==> config.mk <==
export PLATFORM = sky130hd
export DESIGN_NAME = pause_ctrl
export DESIGN_NICKNAME = d
export VERILOG_FILES = /design/src/rtl/pause_pkg.sv /design/src/rtl/btn_debounce.sv /design/src/rtl/pause_ctrl.sv
export SDC_FILE = /design/constraint.sdc
export NUM_CORES = 1
export LEC_CHECK = 0
export ABC_AREA = 1
export CORE_MARGIN = 10
export CORE_UTILIZATION = 25
export DETAILED_ROUTE_END_ITERATION = 6
export HOLD_SLACK_MARGIN = 0.15
export MAX_ROUTING_LAYER = met4
export PLACE_DENSITY = 0.51
export SLEW_MARGIN = 15
export SYNTH_ARGS = -nofsm -noshare
export SYNTH_HDL_FRONTEND = slang
export SYNTH_SLANG_ARGS = --single-unit
export TNS_END_PERCENT = 20
==> constraint.sdc <==
create_clock -name clk -period 2.05 [get_ports clk]
set_input_delay 0.3075 -clock clk [delete_from_list [all_inputs] [get_ports clk]]
set_output_delay 0.3075 -clock clk [all_outputs]
set_load 0.01 [all_outputs]
==> src/rtl/pause_pkg.sv <==
// ---------------------------------------------------------------------------
// pause_pkg : shared state encoding and default timing constants
// Rev 1.0
// ---------------------------------------------------------------------------
`default_nettype none

package pause_pkg;

  typedef enum logic [1:0] {
    RUN      = 2'd0,
    PAUSED   = 2'd1,
    RESUMING = 2'd2
  } pause_state_t;

  localparam int DEF_DB_CYCLES     = 1_000_000;
  localparam int DEF_BLINK_FRAMES  = 30;
  localparam int DEF_RESUME_FRAMES = 60;

  function automatic int max_int(input int a, input int b);
    return (a > b) ? a : b;
  endfunction

endpackage

`default_nettype wire

==> src/rtl/btn_debounce.sv <==
// ---------------------------------------------------------------------------
// btn_debounce : two-flop synchroniser, counting debouncer, rising-edge press
// Rev 1.0
// ---------------------------------------------------------------------------
`default_nettype none

module btn_debounce
  import pause_pkg::*;
#(
  parameter int DB_CYCLES = DEF_DB_CYCLES
) (
  input  logic clk,
  input  logic rst,
  input  logic btn,
  output logic level,
  output logic press
);

  localparam int CW = (DB_CYCLES > 1) ? $clog2(DB_CYCLES) : 1;
  localparam logic [CW-1:0] CNT_LAST = CW'(DB_CYCLES - 1);

  logic          s1;
  logic          s2;
  logic          db;
  logic          db_q;
  logic [CW-1:0] cnt;

  // Synchroniser keeps sampling through reset so db can load the held level.
  always_ff @(posedge clk) begin
    s1 <= btn;
    s2 <= s1;
  end

  // Loading db and db_q from s2 in reset stops a held button from pausing.
  always_ff @(posedge clk) begin
    if (rst) begin
      db   <= s2;
      db_q <= s2;
      cnt  <= '0;
    end else begin
      db_q <= db;
      if (s2 == db) begin
        cnt <= '0;
      end else if (cnt == CNT_LAST) begin
        db  <= ~db;
        cnt <= '0;
      end else begin
        cnt <= cnt + 1'b1;
      end
    end
  end

  assign level = db;
  assign press = db & ~db_q;

endmodule

`default_nettype wire

==> src/rtl/pause_ctrl.sv <==
// ---------------------------------------------------------------------------
// pause_ctrl : RUN / PAUSED / RESUMING controller with blinking overlay enable
// Rev 1.0
// ---------------------------------------------------------------------------
`default_nettype none

module pause_ctrl
  import pause_pkg::*;
#(
  parameter int DB_CYCLES     = DEF_DB_CYCLES,
  parameter int BLINK_FRAMES  = DEF_BLINK_FRAMES,
  parameter int RESUME_FRAMES = DEF_RESUME_FRAMES
) (
  input  logic       clk,
  input  logic       rst,
  input  logic       btn_pause,
  input  logic       frame_tick,
  input  logic       game_active,
  output logic       paused,
  output logic       text_en,
  output logic [1:0] state_o
);

  localparam int FW = $clog2(max_int(BLINK_FRAMES, RESUME_FRAMES) + 1);
  localparam logic [FW-1:0] BLINK_LAST  = FW'(BLINK_FRAMES - 1);
  localparam logic [FW-1:0] RESUME_LAST = FW'(RESUME_FRAMES - 1);
  localparam logic [FW-1:0] CNT_MAX     = '1;

  pause_state_t  state;
  pause_state_t  nxt_state;
  logic [FW-1:0] cnt;
  logic [FW-1:0] nxt_cnt;
  logic          blink_ph;
  logic          nxt_blink;
  logic          press;
  logic          db_level_unused;

  btn_debounce #(
    .DB_CYCLES(DB_CYCLES)
  ) u_debounce (
    .clk  (clk),
    .rst  (rst),
    .btn  (btn_pause),
    .level(db_level_unused),
    .press(press)
  );

  always_comb begin
    nxt_state = state;
    nxt_cnt   = cnt;
    nxt_blink = blink_ph;

    if (!game_active) begin
      nxt_state = RUN;
    end else begin
      case (state)
        RUN:      if (press) nxt_state = PAUSED;
        PAUSED:   if (press) nxt_state = RESUMING;
        RESUMING: begin
          if (press)
            nxt_state = PAUSED;
          else if (frame_tick && (cnt >= RESUME_LAST))
            nxt_state = RUN;
        end
        default:  nxt_state = RUN;
      endcase
    end

    // A state change swallows any coincident frame tick.
    if (nxt_state != state) begin
      nxt_cnt = '0;
      if (nxt_state == PAUSED)
        nxt_blink = 1'b1;
    end else if (frame_tick) begin
      if ((state == PAUSED) && (cnt >= BLINK_LAST)) begin
        nxt_cnt   = '0;
        nxt_blink = ~blink_ph;
      end else if (cnt != CNT_MAX) begin
        nxt_cnt = cnt + 1'b1;
      end
    end
  end

  always_ff @(posedge clk) begin
    if (rst) begin
      state    <= RUN;
      cnt      <= '0;
      blink_ph <= 1'b0;
      paused   <= 1'b0;
      text_en  <= 1'b0;
    end else begin
      state    <= nxt_state;
      cnt      <= nxt_cnt;
      blink_ph <= nxt_blink;
      paused   <= (nxt_state != RUN);
      text_en  <= (nxt_state == PAUSED) && nxt_blink;
    end
  end

  assign state_o = state;

endmodule

`default_nettype wire

**Word level (Yosys, flattened, before mapping)**

Index checks and enable logic that the tools add are counted.

- Bits in registers: 35
- Bits of input ports: 5
- Word-level logic and storage cells: 53

- $add $sub $neg: 2
- $lt $le $gt $ge: 2
- Equal/unequal tests: 8
- Multiplexer cells: 16
- Bitwise gates (word level): 4
- Reduce and logical (&&, ||, !) cells: 11

Operator list:

| cell | count |
|---|---|
| 20-bit by 1-bit adder with 20-bit output (second input constant) | 1 |
| 20-bit == test (second input constant) | 1 |
| 6-bit two-way mux | 2 |
| 2-bit two-way mux | 5 |
| 1-bit two-way mux | 8 |
| 6-bit by 1-bit adder with 6-bit output (second input constant) | 1 |
| 6-bit by 5-bit >= comparator with 1-bit output (second input constant) | 1 |
| 6-bit >= comparator (second input constant) | 1 |
| 6-bit inequality test (second input constant) | 1 |
| 2-bit case mux with 3 select lines | 1 |
| 2-bit nonzero test | 3 |
| 2-bit by 1-bit == test with 1-bit output (second input constant) | 2 |
| 2-bit AND reduction | 2 |
| 1-bit logical AND | 3 |
| 1-bit inverter | 3 |
| 3-bit OR reduction | 1 |
| 2-bit == test (second input constant) | 1 |
| 2-bit logical NOT | 1 |
| 2-bit inequality test | 1 |
| 2-bit inequality test (second input constant) | 1 |
| 2-bit OR reduction | 1 |
| 1-bit AND | 1 |
| 1-bit == test | 1 |

**Logic depth before layout (Yosys ltp)**

- Depth after elaboration: 10
- Depth in mapped cells: 13
- Mapped depth without buffers: 13

**Hierarchy**

A second synthesis with hierarchy kept.

- Cells, all modules: 264
- Area, all modules: 1986.9 um^2

By module, submodules not included:

| module | instances | cells an instance | area each (um^2) |
|---|---|---|---|
| btn_debounce | 1 | 173 | 1301.2 |
| pause_ctrl | 1 | 91 | 685.7 |

**Worst setup path before layout**

Ideal clock, no wire load.

- Path type: flip-flop to flip-flop
- From: register u_debounce.cnt[0]
- To: register u_debounce.db, in the netlist u_debounce.level, enable pin
- Arrival: 1.310 ns
- Required time: 1.740 ns
- Slack: 0.430 ns
- Stages on the path, launching flop included: 8
- Period minus slack after synthesis: 1.620 ns
- Cells stage by stage: dfxtp_1 ha_1 nand3_1 nor3_4 nand2_2 nor2_2 nand4_2 o21ai_0

- Word-level cells in the longest chain between the ends: 3

Ends and longest elaborated chain:

| what | RTL line | source |
|---|---|---|
| start, declared | btn_debounce.sv:26 | `logic [CW-1:0] cnt;` |
| start signal, assigned | btn_debounce.sv:48 | `cnt <= cnt + 1'b1;` |
| 20-bit == test | btn_debounce.sv:44 | `end else if (cnt == CNT_LAST) begin` |
| 2-bit nonzero test (no line) | - |  |
| 2-bit AND reduction (no line) | - |  |
| end signal, assigned | btn_debounce.sv:45 | `db <= ~db;` |
| end, declared | btn_debounce.sv:24 | `logic db;` |

No other way between the ends.
A chain may end at the register's enable or synchronous reset.

**Final worst setup path**

- From: register cnt[0]
- To: register cnt[3]

- Word-level cells in the longest chain between the ends: 8
- Elaborated cells on any way between the ends: 16
- Classes of those cells: add/sub: 1; order compare: 2; eq/ne: 2; mux: 6; reduce/logical: 5

Ends and longest elaborated chain:

| what | RTL line | source |
|---|---|---|
| start, declared | pause_ctrl.sv:31 | `logic [FW-1:0] cnt;` |
| start signal, assigned | pause_ctrl.sv:93 | `cnt <= nxt_cnt;` |
| 6-bit >= comparator | pause_ctrl.sv:62 | `else if (frame_tick && (cnt >= RESUME_LAST))` |
| 1-bit logical AND | pause_ctrl.sv:62 |  |
| 2-bit two-way mux | pause_ctrl.sv:62 |  |
| 2-bit two-way mux | pause_ctrl.sv:60 | `if (press)` |
| 2-bit case mux with 3 select lines | pause_ctrl.sv:56 | `case (state)` |
| 2-bit two-way mux | pause_ctrl.sv:53 | `if (!game_active) begin` |
| 2-bit inequality test | pause_ctrl.sv:70 | `if (nxt_state != state) begin` |
| 2-bit OR reduction (no line) | - |  |

Parallel ways exist; a longest one is shown, timed or not. The select of a mux whose other input is x is not followed.

==> impl_metrics.yaml <==
pwr:
  total_power_uw: 1405
  ir_drop_mv: 0.2314
  power.density_mw_per_mm2: 679.7
  p_leak_uw: 0.0007451
  p_int_uw: 1091
  p_seq_frac: 0.504
  clock_power_share: 0.437
  p_switching_uw: 313.6
  p_sw_frac: 0.2232
  power_frac_comb: 0.059
setup_path:
  end_kind: "flip-flop"
  cpMostUsedCell: "nand2_1"
  critPathMaxFanout: 10
  max_stage_delay_ps: 420
  cp.arrival_ps: 1950
  cpMaxStageDelayCell: "dfxtp_1"
  required_ps: 2250
  cp_cell_sequence: "inv_1 -> ha_1 -> nand2_1 -> nand3_1 -> nand2_1 -> nand2_1 -> nand2_1 -> nand2_2 -> o21ai_0 -> inv_1 -> nor3_1"
  reg2reg_slack_ps: 300
  critPathKind: "reg -> reg"
  startpoint_type: "flip-flop"
die:
  io_pins: 9
  dieArea_mm2: 0.01075
  rows: 30
  die_w_um: 103.7
  coreArea_mm2: 0.006794
  initial_core_util: 0.2578
  die_h_um: 103.7
routing:
  drc: 0
  first_pass_iters: 4
  vias_per_cell: 4.113
  drt.antenna.violating_nets: 0
  wl_per_cell_um: 9.429
  routed_wl_um: 3338
  drt_iter0_drc: 40
  vias: 1456
final_layout:
  postLayoutCoreUtil: 0.3042
  fin_nets: 266
  areaGrowthSynthToFinish_pct: 18.00
  fillers: 711
  antennaDiodeCount: 0
  drive_above_1_share: 0.08915
  final_area_mm2: 0.002067
clock_tree:
  clkLatencyLatePin_ps: 280
  h-tree-depth: 2
  path_clk_slew_ps: 80
  numClockSinks: 35
  cts_setup_buffers: 0
  cts_tree: "yes"
  clock_path_buffers: 2
  cts_buffers: 5
  cts_root_buffer: "clkbuf_8"
  hold_buffers: 0
logic_synthesis:
  ys_types: 33
  synth_edf_count: 1
  synth_top_flop_cell: "dfxtp_1"
  netlist_instances: 242
  synth_area_per_cell_um2: 7.238
  ys_seq_area_frac: 0.4057
  ys_ff_latch: 35
  async_flop_share: 0
  yosys_warnings: 0
  synth_area_mm2: 0.001752
  synth_nets: 251
global_route:
  grt_pass1_wl_um: 6085
  first_global_vias: 1434
  grt_max_degree: 20
  grt_overflow: 0
  antenna_found_initial: 0
  grt_usage: 0.06682
timing:
  fin_hold_ws_ps: 329.8
  fmax_mhz: 572.3
  finalSetupViolCount: 0
  period_needed_ps: 1747
  finalClockSkew_ps: 7.280
  rsz0062_at_grt: "no"
  period_share: 0.8524
  drv_slew: 0
  hold_viol: 0
  worst_pin_slew_ps: 353.2
  slew_headroom: 0.7623
  fin_setup_tns_ps: 0
worst_hold_path:
  hold_class: "reg -> reg"
placed_design:
  hpwl_um: 2579
  placed_cell_area_mm2: 0.001952
  port_buffers: 8
  place_congestion: 0.8024
outcome:
  run_status: "finished, final reports clean"
flow_run:
  timing.max_cap.violations: 0
-- path summary, 6_finish.rpt --
| check | depth (start not counted) | to | from |
|---|---|---|---|
| max | 11 | cnt[3] | cnt[0] |
| min | 0 | u_debounce.s2 | u_debounce.s1 |
| max reg2reg | 11 | cnt[3] | cnt[0] |
| min reg2reg | 0 | u_debounce.s2 | u_debounce.s1 |
-- power groups by stage --
stage / sequential, uW / clock, uW / combinational, uW
2_1_floorplan: 723 / 0 / 56.9
3_3_place_gp: 724 / 0 / 82.9
3_5_place_dp: 724 / 0 / 82.9
4_1_cts: 708 / 635 / 83.4
5_1_grt: 711 / 657 / 97.2
6_report: 708 / 615 / 82.4
-- synthesized netlist by cell type, types with 2 or more instances --
master / instances / area [um2]
a21oi_1: 10 / 50.05
dfxtp_1: 34 / 680.7
ha_1: 4 / 50.05
inv_1: 43 / 161.4
nand2_1: 43 / 161.4
nand2_2: 2 / 12.51
nand3_1: 11 / 55.05
nand3b_1: 2 / 15.01
nand4_1: 8 / 50.05
nor2_1: 30 / 112.6
nor3_1: 18 / 90.09
nor4_1: 3 / 18.77
o21ai_0: 7 / 35.03
xnor2_1: 4 / 35.03
xor2_1: 5 / 43.79
-- worst max-delay path: cells and delay by family, from the launching register on --
family	cells	cell delay (ps)
adders and majority gates	1	200
and+or+nand+nor	7	730
AOI/OAI and AO/OA	1	180
DFF	1	420
buffers and inverters	2	140
-- registers in the layout, summed over array words and instances, names as in the netlist --
register          cells
u_debounce.level      1
blink_ph              1
u_debounce.cnt       20
u_debounce.s1         1
text_en               1
paused                1
cnt                   6
u_debounce.s2         1
state_o               2
u_debounce.db_q       1
-- repair_timing --
item                                    CTS  global route
endpoints found under the setup margin    0             1
gates resized for setup                   0             2
endpoints found under the hold margin     0             0
-- per-layer routing --
layer | routed length [um] | vias up | GRT usage
met5 | 0 | - | -
met4 | 11 | 0 | 0.02087
met3 | 92 | 2 | 0.02478
met2 | 1361 | 10 | 0.09820
met1 | 1873 | 643 | 0.08291
li1 | - | 801 | -
-- cell type report --
type,instances,area (um2),area share
inverters,44,165.2,0.07990
repair buffers,10,95.09,0.04600
multi-input cells,161,863.3,0.4177
clock buffers,5,68.82,0.03329
flip-flops and latches,35,710.7,0.3438
well taps,96,120.1,0.05811
clock inverters,3,43.79,0.02119
-- layout by cell type (no fill, tap or decap), types with 3 or more instances in the layout --
master,n
xor2_1,5
o21ai_0,6
nor2_1,30
nor3_1,18
a21oi_1,10
clkbuf_8,5
nand3_1,11
xnor2_1,4
nand2_1,42
nor4_1,3
dfxtp_1,34
inv_1,43
clkdlybuf4s50_1,8
nand4_1,8
nand2_2,3
ha_1,4
-- cell families (layout without fill, tap and decap cells) --
kind of cell	after synthesis	in the layout	synth area share
buffers and inverters	46	62	0.1028
xor gates and xnor gates	9	9	0.04500
and+or+nand+nor	127	127	0.3536
adders and majority gates	4	4	0.02857
DFF	35	35	0.4057
AOI/OAI and AO/OA	21	21	0.06429
-- per-stage QoR --
step           setup WS [ps]  cells
2_1_floorplan          429.9    242
3_3_place_gp           245.0    346
3_5_place_dp           205.0    346
4_1_cts                203.1    354
5_1_grt                62.92    354
6_report               302.6    354
No activity file was read; power rests on OpenSTA's default activity.
